## config.mk

```make
export PLATFORM = sky130hd
export DESIGN_NAME = fifo_pkt_reader
export DESIGN_NICKNAME = d
export VERILOG_FILES = /design/src/rtl/fifo_pkt_reader_pkg.sv /design/src/rtl/fifo_pkt_reader_obuf.sv /design/src/rtl/fifo_pkt_reader.sv
export SDC_FILE = /design/constraint.sdc
export NUM_CORES = 1
export LEC_CHECK = 0
export BUFFER_PORTS_ARGS = -buffer_cell sky130_fd_sc_hd__buf_2
export CAP_MARGIN = 10
export CORE_ASPECT_RATIO = 0.6
export CORE_MARGIN = 1
export CORE_UTILIZATION = 45
export DETAILED_ROUTE_END_ITERATION = 6
export PLACE_DENSITY = 0.74
export SLEW_MARGIN = 20
export SYNTH_ARGS = -nofsm -noshare
export SYNTH_HDL_FRONTEND = slang
export SYNTH_SLANG_ARGS = --single-unit
```

## constraint.sdc

```tcl
create_clock -name rd_clk -period 3.5 [get_ports rd_clk]
set_input_delay 0.35 -clock rd_clk [delete_from_list [all_inputs] [get_ports rd_clk]]
set_output_delay 0.35 -clock rd_clk [all_outputs]
set_load 0.01 [all_outputs]
```

## src/rtl/fifo_pkt_reader_pkg.sv

```systemverilog
// Shared definitions for the FIFO packet reader.
//   state_t : framing state (header fetch / payload fetch)
//   LEN_LSB : bit position of the length field inside a header word
//   tag_t   : description of the FIFO word returning the cycle after an ack
package fifo_pkt_reader_pkg;

  typedef enum logic {
    S_HDR = 1'b0,
    S_PAY = 1'b1
  } state_t;

  localparam int LEN_LSB = 0;

  typedef struct packed {
    logic v;    // a word is returning next cycle
    logic hdr;  // that word is a header
    logic sop;  // first payload word of the packet
    logic eop;  // last payload word of the packet
  } tag_t;

endpackage

```

## src/rtl/fifo_pkt_reader_obuf.sv

```systemverilog
// 4-entry output buffer holding {data, sop, eop} for the payload stream.
// Ports:
//   rd_clk, rst_n        clock, asynchronous active-low reset
//   clr                  synchronous flush
//   push, push_*         write one entry (returning payload word)
//   pop                  remove head entry (stream handshake)
//   occ                  occupancy 0..4
//   valid, head_*        head entry; zero when empty
module fifo_pkt_reader_obuf #(
  parameter int DATA_WIDTH = 72
) (
  input  logic                  rd_clk,
  input  logic                  rst_n,
  input  logic                  clr,
  input  logic                  push,
  input  logic [DATA_WIDTH-1:0] push_data,
  input  logic                  push_sop,
  input  logic                  push_eop,
  input  logic                  pop,
  output logic [2:0]            occ,
  output logic                  valid,
  output logic [DATA_WIDTH-1:0] head_data,
  output logic                  head_sop,
  output logic                  head_eop
);

  logic [DATA_WIDTH+1:0] mem_q [4];
  logic [1:0]            wr_ptr_q, wr_ptr_d;
  logic [1:0]            rd_ptr_q, rd_ptr_d;
  logic [2:0]            occ_q, occ_d;
  logic                  do_pop;

  always_comb begin
    do_pop   = pop & (occ_q != 3'd0);
    wr_ptr_d = push   ? wr_ptr_q + 2'd1 : wr_ptr_q;
    rd_ptr_d = do_pop ? rd_ptr_q + 2'd1 : rd_ptr_q;
    occ_d    = occ_q + {2'b0, push} - {2'b0, do_pop};
    if (clr) begin
      wr_ptr_d = 2'd0;
      rd_ptr_d = 2'd0;
      occ_d    = 3'd0;
    end
  end

  always_ff @(posedge rd_clk or negedge rst_n) begin
    if (!rst_n) begin
      wr_ptr_q <= 2'd0;
      rd_ptr_q <= 2'd0;
      occ_q    <= 3'd0;
    end else begin
      wr_ptr_q <= wr_ptr_d;
      rd_ptr_q <= rd_ptr_d;
      occ_q    <= occ_d;
    end
  end

  // Storage carries no reset; entries are only observed through occ.
  always_ff @(posedge rd_clk) begin
    if (push) mem_q[wr_ptr_q] <= {push_data, push_sop, push_eop};
  end

  assign occ   = occ_q;
  assign valid = (occ_q != 3'd0);
  // Head is forced to zero when empty so outputs are clean out of reset.
  assign {head_data, head_sop, head_eop} = valid ? mem_q[rd_ptr_q] : '0;

  a_no_overflow: assert property (@(posedge rd_clk) disable iff (!rst_n)
    !(push && occ_q == 3'd4));

endmodule

```

## src/rtl/fifo_pkt_reader.sv

```systemverilog
// Read-side consumer for the dual-clock FIFO (look-ahead disabled: data
// returns one rd_clk after fifo_rd_ack). Drains length-framed packets
// (one header word holding the payload length, then the payload words)
// and emits the payload as a valid/ready stream with sop/eop.
// Ports:
//   rd_clk, rst_n, clr          clock, async active-low reset, sync clear
//   fifo_rd_ack/data/empty      FIFO read port; fifo_rd_level status only
//   m_valid/ready/data/sop/eop  payload stream
//   pkt_count, zero_len_count   wrapping event counters
//   busy                        packet in progress anywhere in the reader
module fifo_pkt_reader
  import fifo_pkt_reader_pkg::*;
#(
  parameter int DATA_WIDTH = 72,
  parameter int ADDR_WIDTH = 7,
  parameter int LEN_WIDTH  = 12,
  parameter int CNT_WIDTH  = 16
) (
  input  logic                  rd_clk,
  input  logic                  rst_n,
  input  logic                  clr,
  output logic                  fifo_rd_ack,
  input  logic [DATA_WIDTH-1:0] fifo_rd_data,
  input  logic                  fifo_rd_empty,
  input  logic [ADDR_WIDTH:0]   fifo_rd_level,
  output logic                  m_valid,
  input  logic                  m_ready,
  output logic [DATA_WIDTH-1:0] m_data,
  output logic                  m_sop,
  output logic                  m_eop,
  output logic [CNT_WIDTH-1:0]  pkt_count,
  output logic [CNT_WIDTH-1:0]  zero_len_count,
  output logic                  busy
);

  state_t               state_q, state_d;
  tag_t                 tag_q, tag_d;
  logic [LEN_WIDTH-1:0] acks_left_q, acks_left_d;
  logic                 first_q, first_d;
  logic [CNT_WIDTH-1:0] pkt_count_q, pkt_count_d;
  logic [CNT_WIDTH-1:0] zero_len_count_q, zero_len_count_d;
  logic                 busy_q, busy_d;

  logic [2:0]           occ, occ_next;
  logic                 push, pop, ack_ok;
  logic [LEN_WIDTH-1:0] hdr_len;
  logic                 unused_level;

  assign unused_level = ^fifo_rd_level;

  assign push    = tag_q.v & ~tag_q.hdr;
  assign pop     = m_valid & m_ready;
  assign hdr_len = fifo_rd_data[LEN_LSB +: LEN_WIDTH];
  assign occ_next = occ + {2'b0, push} - {2'b0, pop};

  // Ack gating uses registered state only; m_ready reaches it solely
  // through the registered occupancy.
  always_comb begin
    if (state_q == S_HDR) ack_ok = ~tag_q.v;
    else ack_ok = ((occ + {2'b0, tag_q.v}) < 3'd4) && (acks_left_q != '0);
    fifo_rd_ack = ack_ok & ~fifo_rd_empty & ~clr;
  end

  always_comb begin
    state_d          = state_q;
    tag_d            = '0;
    acks_left_d      = acks_left_q;
    first_d          = first_q;
    pkt_count_d      = pkt_count_q;
    zero_len_count_d = zero_len_count_q;

    if (pop && m_eop) pkt_count_d = pkt_count_q + CNT_WIDTH'(1);

    // Header arrival: zero-length packets are dropped and counted.
    if (tag_q.v && tag_q.hdr) begin
      if (hdr_len == '0) begin
        zero_len_count_d = zero_len_count_q + CNT_WIDTH'(1);
      end else begin
        acks_left_d = hdr_len;
        first_d     = 1'b1;
        state_d     = S_PAY;
      end
    end

    if (fifo_rd_ack) begin
      tag_d.v = 1'b1;
      if (state_q == S_HDR) begin
        tag_d.hdr = 1'b1;
      end else begin
        tag_d.sop   = first_q;
        tag_d.eop   = (acks_left_q == LEN_WIDTH'(1));
        acks_left_d = acks_left_q - LEN_WIDTH'(1);
        first_d     = 1'b0;
        if (acks_left_q == LEN_WIDTH'(1)) state_d = S_HDR;
      end
    end

    busy_d = (state_d == S_PAY) | tag_d.v | (occ_next != 3'd0);

    // Clear drops the in-flight word and restarts framing.
    if (clr) begin
      state_d          = S_HDR;
      tag_d            = '0;
      acks_left_d      = '0;
      first_d          = 1'b0;
      pkt_count_d      = '0;
      zero_len_count_d = '0;
      busy_d           = 1'b0;
    end
  end

  always_ff @(posedge rd_clk or negedge rst_n) begin
    if (!rst_n) begin
      state_q          <= S_HDR;
      tag_q            <= '0;
      acks_left_q      <= '0;
      first_q          <= 1'b0;
      pkt_count_q      <= '0;
      zero_len_count_q <= '0;
      busy_q           <= 1'b0;
    end else begin
      state_q          <= state_d;
      tag_q            <= tag_d;
      acks_left_q      <= acks_left_d;
      first_q          <= first_d;
      pkt_count_q      <= pkt_count_d;
      zero_len_count_q <= zero_len_count_d;
      busy_q           <= busy_d;
    end
  end

  fifo_pkt_reader_obuf #(
    .DATA_WIDTH(DATA_WIDTH)
  ) u_obuf (
    .rd_clk    (rd_clk),
    .rst_n     (rst_n),
    .clr       (clr),
    .push      (push),
    .push_data (fifo_rd_data),
    .push_sop  (tag_q.sop),
    .push_eop  (tag_q.eop),
    .pop       (pop),
    .occ       (occ),
    .valid     (m_valid),
    .head_data (m_data),
    .head_sop  (m_sop),
    .head_eop  (m_eop)
  );

  assign pkt_count      = pkt_count_q;
  assign zero_len_count = zero_len_count_q;
  assign busy           = busy_q;

  a_no_ack_empty: assert property (@(posedge rd_clk) disable iff (!rst_n)
    !(fifo_rd_ack && fifo_rd_empty));

endmodule

```

* Yosys cells after proc, flatten, opt, wreduce, memory -nomap -nowiden
Memories as Yosys holds them, arrays and structs flattened. Cells that the tools add are included.
Word-level totals: register bits after elaboration 58, RAM bits 296, bits of input ports 85, output and inout port bits 109, word-level logic and storage cells 84, memories 1
Cells by class: add/sub/neg operators 9, magnitude comparators 1, eq/ne operators 1, muxes and demuxes 35, bitwise logic cells 11, reduce and logical (&&, ||, !) cells 13
Memories:
- u_obuf.mem_q | words 4, bits a word 74, read ports 1, clocked after memory_dff 0, wr ports 1, line fifo_pkt_reader_obuf.sv:27 | logic [DATA_WIDTH+1:0] mem_q [4];
Operators by type and width (number):
- $mux 16 | 5
- $mux 74 | 1
- $mux 12 | 5
- $add 16x1->16 const B | 2
- $mux 1 | 16
- $eq 12x1->1 const B | 1
- $logic_not 12->1 | 1
- $reduce_bool 12->1 | 1
- $sub 12x1->12 const B | 1
- $mux 2 | 5
- $reduce_bool 2->1 | 5
- $mux 4 | 2
- $add 3x1->3 | 2
- $reduce_bool 3->1 | 2
- $sub 3x1->3 | 2
- $and 1x1->1 | 5
- $add 2x1->2 const B | 2
- $not 1->1 | 4
- $logic_and 1x1->1 | 3
- $lt 3x3->1 const B | 1
- $mux 3 | 1
- $or 1x1->1 | 2
- $reduce_and 2->1 | 1

* Longest topological paths before layout
Gate-level depths: netlist of run 1.
depth in word-level cells 10, depth in mapped cells 9

* By module
Synthesis of run 1 repeated with hierarchy kept, for this count alone.
Unflattened totals: cells, all modules 824, area, all modules 14495.2 µm²
By module, submodules not included:
- fifo_pkt_reader_obuf | instances 1, cells an instance 510, area each 11649.9 µm², seq. area each 9063.7 µm²
- fifo_pkt_reader | instances 1, cells an instance 314, area each 2845.2 µm², seq. area each 1276.2 µm²

* Worst setup path before layout of run 1
No wires, ideal clock.
path kind flip-flop to flip-flop, from register tag_q[3] (netlist name), to memory u_obuf.mem_q[1][0] (netlist name) (enable), data arrival time 2.530 ns, data required time 3.060 ns, slack 0.529 ns, cell stages (with the launch flop) 4, path buffers 1, clock period less this slack 2.971 ns, cells stage by stage dfrtp_1 -> nor2b_1 -> clkbuf_1 -> and2_1
Between the ends: longest elaborated chain between the ends 3
Ends and longest elaborated chain:
- from (decl) | line fifo_pkt_reader.sv:37 | tag_t tag_q, tag_d;
- from (signal assigned) | line fifo_pkt_reader.sv:123 | tag_q <= tag_d;
- $and 1x1->1 | line fifo_pkt_reader.sv:51 | assign push = tag_q.v & ~tag_q.hdr;
- $mux 1 | line fifo_pkt_reader_obuf.sv:59 | if (push) mem_q[wr_ptr_q] <= {push_data, push_sop, push_eop};
- $mux 1 (implied by the code) | line fifo_pkt_reader_obuf.sv:59
- to (decl) | line fifo_pkt_reader_obuf.sv:27
No other way between the ends.

* Worst setup path after layout of run 1
from register u_obuf.occ_q[0], in the netlist u_obuf.occ[0], to output port m_data[41]
Between the ends: longest elaborated chain between the ends 2
Ends and longest elaborated chain:
- from (decl) | line fifo_pkt_reader_obuf.sv:30 | logic [2:0] occ_q, occ_d;
- from (signal assigned) | line fifo_pkt_reader_obuf.sv:49 | occ_q <= 3'd0;
- from (signal assigned) | line fifo_pkt_reader_obuf.sv:53 | occ_q <= occ_d;
- $reduce_bool 3->1 | line fifo_pkt_reader_obuf.sv:63 | assign valid = (occ_q != 3'd0);
- $mux 74 | line fifo_pkt_reader_obuf.sv:65 | assign {head_data, head_sop, head_eop} = valid ? mem_q[rd_ptr_q] : '0;
- to (decl) | line fifo_pkt_reader.sv:28 | output logic [DATA_WIDTH-1:0] m_data,
No other way between the ends.

==> run_results.csv, run 1 <==
group,metric,value,unit
outcome,status,"finished, final reports clean",
synthesis,yosys_register_bits,354,
synthesis,yosysTopAreaCell,"edfxtp_1",
die,core_region_area,31300,µm²
die,die_h,141,µm
timing,finalSetupTns,0,ns
drt,ant_nets,0,
clock_network,cts-htree-levels,2,
clock_network,cts_tree,"built",
synthesis,synthMostInstantiatedCell,"edfxtp_1",
final_layout,finalNetCount,1106,
worst_setup_path,reg2reg_to,"acks_left_q[10]",
timing,fin_crit_sh,84.4,%
timing,slew-limit-headroom,36.5,%
synthesis,synth.distinct_cells,56,
worst_setup_path,rr_startpoint,"u_obuf.occ[1]",
placed_design,place_congestion,0.814,
clock_network,cts.path.max_buffers,3,
final_layout,drive_gt1_share,33.7,%
synthesis,synth-edff-count,296,
pwr,p_comb_share,25.7,%
drt,viasPerCell,5.38,
pwr,swShare,28.6,%
min_path,holdPathEnd,"u_obuf.mem_q[1][63]",
timing,drv_slew,0,
min_path,hold_depth,1,
synthesis,synth_fp_nets,908,
clock_network,cts_buffers,34,
synthesis,synth_commonest_cells,"edfxtp_1, and2_1, mux4_2",
timing,worst_slew_pin_slew,0.953,ns
drt,dr.pass1.iters,5,
synthesis,ys.flop_type,"edfxtp_1",
clock_network,clk_pin_slew,0.06,ns
placed_design,port_buffers,185,
grt,gr-usage-all-layers,18.4,%
min_path,hold_path_class,"primary input to flop",
worst_setup_path,r2r_setup_slack,1.16,ns
grt,grt_pass1_wl,45700,µm
die,fp-row-count,50,
drt,drc,0,
worst_setup_path,cp-end-kind,"output port",
final_layout,n_fill_cell,2484,
worst_setup_path,critPathKind,"flop to output port",
grt,grt_overflow,0,
synthesis,ys_seq_area_share,71.7,%
drt,num_vias,7808,
pwr,pwr-share-seq,42.5,%
job,max_cap_viol_count,0,
timing,hold_ws,0.0363,ns
timing,fmax,339,MHz
drt,drtIter0Drc,448,
die,start_util,46.0,%
timing,hold_viol,0,
synthesis,syn_avg_cell_area,17.8,µm²
pwr,fin_total_pwr,11.4,mW
final_layout,antenna_cells,0,
timing,fin_worst_skew,0.0222,ns
synthesis,ys_async_sr_fraction,16.4,%
timing,rsz0062_at_grt,"false",
pwr,p_int,8.11,mW
grt,grt_pass1_vias,7857,
die,die_x,233,µm
worst_setup_path,required,3.15,ns
placed_design,dp_hpwl,18400,µm
timing,finalSetupViolCount,0,
clock_network,numClockSinks,354,
clock_network,postCtsResizedCells,0,
timing,timing.final.crit_period,2.95,ns
synthesis,ys_top_cells_by_area,"edfxtp_1, mux4_2, dfrtp_1",
pwr,p_leak,6.12,nW
synthesis,ys_warn_count,0,
clock_network,cts_root_buf,"clkbuf_16",
pwr,ir_drop,524,µV
die,die_area,32800,µm²
pwr,p_clk_share,31.8,%
drt,wl_per_cell,20.4,µm
synthesis,syn_area,14400,µm²
drt,routed_wl,29500,µm
worst_setup_path,rr_worst_depth,6,
worst_setup_path,crit_arrival,2.60,ns
final_layout,area_growth,17.7,%
worst_setup_path,cp_max_fo,53,
pwr,p_switching,3.25,mW
synthesis,netlist_instances,810,
min_path,hold_start,"fifo_rd_data[61]",
pwr,p_per_area,670,nW/µm²
synthesis,synth.top_cell.area_share,61.7,%
die,io_pins,194,
clock_network,insertion_delay,0.53,ns
grt,grt_max_degree,63,
worst_setup_path,start_kind,"flop",
grt,antenna_found_initial,0,
==> layout make-up <==
cell class	instances	area, µm²	area share (%)
Inverter	14	52.6	0.310
Clock inverter	18	169	0.996
Timing Repair Buffer	201	1110	6.55
Tap cell	416	520	3.07
Clock buffer	44	920	5.42
Sequential cell	354	10300	61.0
Multi-Input combinational cell	403	3840	22.7
==> worst max-delay path, stage by stage, from the launching register on <==
cell,delay (ns)
dfrtp_1,0.44
or3_2,0.93
buf_4,0.39
and2_1,0.17
buf_2,0.13
==> logic make-up after synthesis <==
family / after synthesis / share of synthesized area, %
xor gates and xnor gates: 29 / 1.76
adders and majority gates: 13 / 1.13
muxes: 76 / 11.7
and+or+nand+nor: 226 / 9.19
DFF: 354 / 71.7
buffers and inverters: 53 / 1.64
AOI/OAI and AO/OA: 59 / 2.82
==> registers in the layout, indices dropped and copies added (netlist names) <==
register         cells
acks_left_q         12
busy                 1
first_q              1
pkt_count           16
state_q              1
tag_q                4
u_obuf.mem_q       296
u_obuf.occ           3
u_obuf.rd_ptr_q      2
u_obuf.wr_ptr_q      2
zero_len_count      16
==> routing by layer <==
metal,vias to the layer above,global-route usage [%],share of wire [%]
li1,3560,-,-
met1,3960,27.2,47
met2,256,27.4,45
met3,32,4.65,7.3
met4,0,4.16,1.4
met5,-,0,0
==> power groups by stage <==
| stage | combinational [mW] | clock, mW | sequential, mW |
|---|---|---|---|
| 3_3_place_gp | 2.96 | 0 | 4.92 |
| 2_1_floorplan | 1.96 | 0 | 4.83 |
| 3_5_place_dp | 2.99 | 0 | 4.93 |
| 4_1_cts | 3.00 | 3.70 | 4.84 |
| 6_report | 2.93 | 3.61 | 4.83 |
| 5_1_grt | 3.21 | 3.87 | 4.85 |
==> timing repair <==
action | CTS | global route
hold buffers | 1 | 0
setup endpoints to repair | 0 | 0
hold endpoints to repair | 31 | 0
setup buffers | 0 | 0
==> per-stage QoR <==
| step | area (µm²) | util, % | instances | worst slack [ns] |
|---|---|---|---|---|
| finish | 17000 | 54.1 | 1450 | 0.546 |
| floorplan | 14400 | - | 810 | 0.529 |
| global placement | 15900 | 50.6 | 1387 | 1.07 |
| global route | 17000 | 54.1 | 1450 | 0.372 |
| detailed placement | 15900 | 50.6 | 1387 | 1.05 |
| CTS | 17000 | 54.1 | 1450 | 0.473 |
==> layout by cell type (no fill, tap or decap), drive strengths merged, types with 3 or more instances in the layout <==
cell	n
a211oi	3
a21oi	18
a31oi	6
a41oi	3
and2	83
and4	3
buf	200
clkbuf	44
clkinv	11
dfrtp	58
edfxtp	296
ha	13
inv	18
mux4	74
nand2	20
nand2b	9
nand3	19
nand4	10
nor2	41
nor3	11
nor3b	3
nor4	14
o21ai	10
o22ai	5
or3	8
xnor2	22
xor2	7
==> worst max-delay path by stage <==
stage                   from  slack (ns)                  to
2_1_floorplan       tag_q[3]        0.53  u_obuf.mem_q[1][0]
3_3_place_gp   u_obuf.occ[0]        1.07          m_data[48]
3_5_place_dp   u_obuf.occ[0]        1.05          m_data[41]
4_1_cts        u_obuf.occ[0]        0.47          m_data[41]
5_1_grt        u_obuf.occ[0]        0.37          m_data[50]
6_report       u_obuf.occ[0]        0.55          m_data[41]
Note: power is estimated with default switching activity, not from simulation.
==> run 2, diff against run 1 <==
- PLACE_DENSITY: 0.74 -> 0.76
- clock period: 3.5 -> 2.6 ns (I/O delays scaled with it)
==> run_results.csv, run 2 (synthesis gave the netlist of run 1 again) <==
group,metric,value,unit
timing,slew-limit-headroom,48.4,%
drt,routed_wl,31000,µm
pwr,p_per_area,889,nW/µm²
die,core_region_area,31300,µm²
worst_setup_path,crit_arrival,2.21,ns
timing,worst_slew_pin_slew,0.767,ns
timing,fin_ws,0.126,ns
drt,drtIter0Drc,622,
clock_network,cts_root_buf,"clkbuf_16",
final_layout,largest_register_ffs,296,
drt,wl_met1,14100,µm
drt,route.met2.wl,14500,µm
pwr,p_leak,6.54,nW
pwr,p_comb_share,26.8,%
grt,grt_pass1_vias,8445,
placed_design,place_congestion,0.856,
pwr,pwr-share-seq,40.3,%
worst_setup_path,start_kind,"flop",
pwr,p_switching,4.47,mW
die,die_h,141,µm
worst_setup_path,cp-end-kind,"output port",
timing,fin_worst_skew,0.0258,ns
clock_network,clk_pin_slew,0.07,ns
placed_design,dp_hpwl,19600,µm
final_layout,area_growth,24.6,%
timing,fin_crit_sh,95.2,%
final_layout,top_register,"u_obuf.mem_q",
drt,drc,0,
timing,drv_slew,0,
timing,fmax,404,MHz
pwr,p_clk_share,32.9,%
timing,hold_viol,0,
clock_network,cts-htree-levels,2,
outcome,status,"finished, final reports clean",
pwr,p_int,11.5,mW
drt,ant_nets,0,
clock_network,cts_tree,"built",
final_layout,mostFrequentLayoutCell,"edfxtp_1",
timing,finalSetupViolCount,0,
clock_network,numClockSinks,354,
final_layout,finalNetCount,1192,
worst_setup_path,required,2.34,ns
timing,finalSetupTns,0,ns
drt,viasPerCell,5.37,
clock_network,cts_buffers,35,
placed_design,post-place-ws,0.243,ns
grt,grt_overflow,0,
die,start_util,46.0,%
die,fp-row-count,50,
drt,routed.top_layer,"met4",
clock_network,insertion_delay,0.52,ns
timing,timing.final.crit_period,2.47,ns
worst_setup_path,rr_worst_depth,10,
final_layout,final_cell_mix,"edfxtp_1, buf_2, and2_1",
final_layout,n_fill_cell,2397,
die,die_x,233,µm
drt,num_vias,8262,
final_layout,drive_gt1_share,32.9,%
worst_setup_path,cp_max_fo,11,
min_path,hold_path_class,"primary input to flop",
job,max_cap_viol_count,0,
grt,antenna_found_initial,2,
clock_network,cts.path.max_buffers,3,
die,die_area,32800,µm²
drt,met3_wirelength,1920,µm
pwr,swShare,28.0,%
grt,grt_max_degree,62,
placed_design,port_buffers,185,
grt,gr-usage-all-layers,19.2,%
drt,dr.pass1.iters,4,
min_path,hold_depth,1,
pwr,ir_drop,613,µV
worst_setup_path,critPathKind,"flop to output port",
worst_setup_path,r2r_setup_slack,0.21,ns
die,io_pins,194,
drt,wl_per_cell,20.2,µm
grt,grt_pass1_wl,47900,µm
-- run 2: cell count changes in the layout (fill, tap and decap cells not counted), sizes merged --
cell / change
diode: +2
inv: -3
clkinvlp: +2
dlygate4sd3: +66
clkbuf: -1
buf: +19
bufinv: +3
-- run 2: final timing paths --
| check | startpoint | endpoint |
|---|---|---|
| max | acks_left_q[0] | fifo_rd_ack |
| min in group asynchronous | rst_n | pkt_count[13] |
| min reg2reg | tag_q[0] | u_obuf.mem_q[2][0] |
| max in group asynchronous | rst_n | acks_left_q[5] |
| max reg2reg | acks_left_q[0] | acks_left_q[6] |
| min | fifo_rd_data[9] | u_obuf.mem_q[1][11] |
-- run 2: what timing repair did --
action	4_1_cts	5_1_grt
endpoints found under the hold margin	281	0
endpoints found under the setup margin	64	1
buffers inserted	2	4
hold buffers	67	0
gates resized for setup	2	2
-- run 2: metrics by stage --
stage                     hold WS [ns]  util, %  cell area, µm²  std cells  power [mW]
after floorplan                -0.0356        -           14400        810        9.13
after global placement           0.136     51.1           16000       1400        10.7
after detailed placement         0.140     51.1           16000       1400        10.8
after CTS                      0.00239     57.1           17900       1532        16.2
after global routing           0.00895     57.3           18000       1538        16.7
final                           0.0270     57.3           18000       1538        16.0
-- run 2: layer usage --
| metal | GRT usage, % | vias to the layer above |
|---|---|---|
| li1 | - | 3738 |
| met1 | 27.5 | 4217 |
| met2 | 30.6 | 263 |
| met3 | 4.23 | 44 |
| met4 | 4.06 | 0 |
| met5 | 0 | - |
-- run 2: critical path, cell delays in order, from the launching register on --
cell      delay, ns
dfrtp_1        0.43
inv_1          0.11
ha_1           0.22
nor3b_4        0.31
nand4_4        0.22
nand2_8        0.18
nand2b_1       0.07
buf_2          0.14
-- run 2: final cells by class --
| class | count | area (µm²) | share of cell area (%) |
|---|---|---|---|
| diodes | 2 | 5.00 | 0.0279 |
| clock buffers | 43 | 958 | 5.34 |
| clock inverters | 20 | 236 | 1.32 |
| inverters | 14 | 52.6 | 0.293 |
| multi-input cells | 403 | 3860 | 21.5 |
| flip-flops and latches | 354 | 10300 | 57.6 |
| well taps | 416 | 520 | 2.90 |
| repair buffers | 286 | 1970 | 11.0 |
-- run 2: power by group through the flow --
stage | Combinational [mW] | Sequential, mW | Clock [mW]
finish | 4.28 | 6.44 | 5.25
global route | 4.69 | 6.45 | 5.59
CTS | 4.36 | 6.43 | 5.38
detailed placement | 4.16 | 6.60 | 0
global placement | 4.13 | 6.59 | 0
floorplan | 2.63 | 6.49 | 0
==> run 3, diff against run 2 <==
- MAX_ROUTING_LAYER: unset -> met4
==> run_results.csv, run 3 (synthesis gave the netlist of run 1 again) <==
group,metric,value,unit
timing,hold_viol,0,
die,fp-row-count,50,
final_layout,seq_area,10300,µm²
drt,drc,3,
pwr,p_per_area,889,nW/µm²
min_path,hold_start,"fifo_rd_data[10]",
grt,grt_overflow,0,
worst_setup_path,worstPathCellList,"inv_1 > ha_1 > nor3b_4 > nand4_4 > nand2_8 > nand2b_1 > buf_2",
timing,finalSetupViolCount,0,
min_path,hold_depth,1,
placed_design,port_buffers,185,
worst_setup_path,start_kind,"flop",
grt,antenna_found_initial,2,
job,max_cap_viol_count,0,
worst_setup_path,crit_arrival,2.22,ns
clock_network,cts_root_buf,"clkbuf_16",
outcome,violations,"DRC",
final_layout,multi_input_area,3860,µm²
drt,routed_wl,31000,µm
worst_setup_path,rr_worst_depth,10,
timing,fmax,403,MHz
placed_design,dp_hpwl,19600,µm
pwr,p_leak,6.54,nW
die,die_x,233,µm
final_layout,mostFrequentLayoutCell,"edfxtp_1",
die,core_region_area,31300,µm²
worst_setup_path,rr_startpoint,"acks_left_q[0]",
drt,drtIter0Drc,613,
die,io_pins,194,
final_layout,largest_register_ffs,296,
grt,grt_max_degree,62,
clock_network,insertion_delay,0.52,ns
worst_setup_path,cp_max_fo,11,
grt,gr-usage-all-layers,19.9,%
final_layout,finalNetCount,1192,
clock_network,cts_tree,"built",
grt,grt_pass1_vias,8443,
worst_setup_path,crit_start,"acks_left_q[0]",
final_layout,n_fill_cell,2397,
final_layout,top_register,"u_obuf.mem_q",
drt,viasPerCell,5.37,
outcome,status,"finished with violations",
timing,slew-limit-headroom,49.6,%
pwr,pwr-share-seq,40.3,%
worst_setup_path,cp_slowest_cell,"dfrtp_1",
worst_setup_path,cp-end-kind,"output port",
final_layout,final_cell_mix,"edfxtp_1, buf_2, and2_1",
final_layout,drive_gt1_share,32.9,%
timing,fin_crit_sh,95.4,%
timing,drv_slew,0,
timing,fin_worst_skew,0.0253,ns
final_layout,area_growth,24.6,%
die,start_util,46.0,%
final_layout,final_util,57.3,%
grt,grt_pass1_wl,47900,µm
drt,dr.pass1.iters,7,
pwr,p_switching,4.47,mW
pwr,swShare,28.0,%
pwr,fin_total_pwr,16.0,mW
min_path,hold_path_class,"primary input to flop",
pwr,p_int,11.5,mW
timing,timing.final.crit_period,2.48,ns
clock_network,cts.path.max_buffers,3,
worst_setup_path,critPathKind,"flop to output port",
clock_network,cts_buffers,35,
placed_design,place_congestion,0.870,
clock_network,clk_pin_slew,0.07,ns
drt,num_vias,8260,
timing,worst_slew_pin_slew,0.750,ns
die,die_area,32800,µm²
worst_setup_path,cp_slowest_stage_delay,0.43,ns
die,die_h,141,µm
drt,wl_per_cell,20.1,µm
pwr,p_clk_share,32.9,%
clock_network,numClockSinks,354,
clock_network,cts-htree-levels,2,
pwr,p_comb_share,26.8,%
worst_setup_path,required,2.34,ns
pwr,ir_drop,612,µV
drt,ant_nets,0,
run 3: cell counts in the layout (fill, tap and decap cells not counted):
No cell type changed its count.
run 3: worst max-delay path: cells and delay by family (launching register included):
family                     cells  cell delay, ns
DFF                            1            0.43
buffers and inverters          2            0.24
and+or+nand+nor                4            0.79
adders and majority gates      1            0.22
run 3: layout make-up:
cell class / count / area share (%)
timing repair buffer: 286 / 11.0
clock buffer: 43 / 5.34
sequential: 354 / 57.6
clock inverter: 20 / 1.32
multi-input combinational: 403 / 21.5
tap: 416 / 2.90
inverter: 14 / 0.293
antenna: 2 / 0.0279
run 3: worst paths after layout:
kind / endpoint / slack, ns
worst min-delay path: u_obuf.mem_q[2][12] / 0.03
min in group asynchronous: acks_left_q[8] / 0.14
worst max register to register: acks_left_q[6] / 0.19
max in group asynchronous: zero_len_count[12] / 1.72
worst min register to register: u_obuf.mem_q[2][0] / 0.51
worst max-delay path: fifo_rd_ack / 0.12
run 3: per-stage QoR:
| stage | instances | setup TNS (ns) | cell area, µm² | setup WS [ns] | hold slack [ns] |
|---|---|---|---|---|---|
| after floorplan | 810 | 0 | 14400 | 0.435 | -0.0356 |
| after detailed placement | 1400 | 0 | 16000 | 0.243 | 0.140 |
| final | 1538 | 0 | 18000 | 0.119 | 0.0301 |
| after global placement | 1400 | 0 | 16000 | 0.375 | 0.136 |
| after CTS | 1532 | 0 | 17900 | 0.0272 | 0.00239 |
| after global routing | 1538 | -0.0216 | 18000 | -0.0216 | 0.00901 |
run 3: timing repair:
item	CTS	global route
hold endpoints to repair	281	0
hold buffers	67	0
setup endpoints to repair	64	1
setup buffers	2	4
gates resized for setup	2	2
run 3: power by group through the flow:
stage / logic [mW] / clock network [mW] / registers (mW)
finish: 4.27 / 5.26 / 6.44
global route: 4.69 / 5.59 / 6.45
CTS: 4.36 / 5.38 / 6.43
detailed placement: 4.16 / 0 / 6.60
global placement: 4.13 / 0 / 6.59
floorplan: 2.63 / 0 / 6.49
run 3: routing by layer:
metal / up-vias / share of wire (%) / global-route usage, %
li1: 3734 / - / -
met3: 43 / 6.1 / 4.07
met2: 273 / 47 / 30.5
met4: 0 / 1.5 / 4.06
met5: - / 0 / -
met1: 4210 / 45 / 27.7
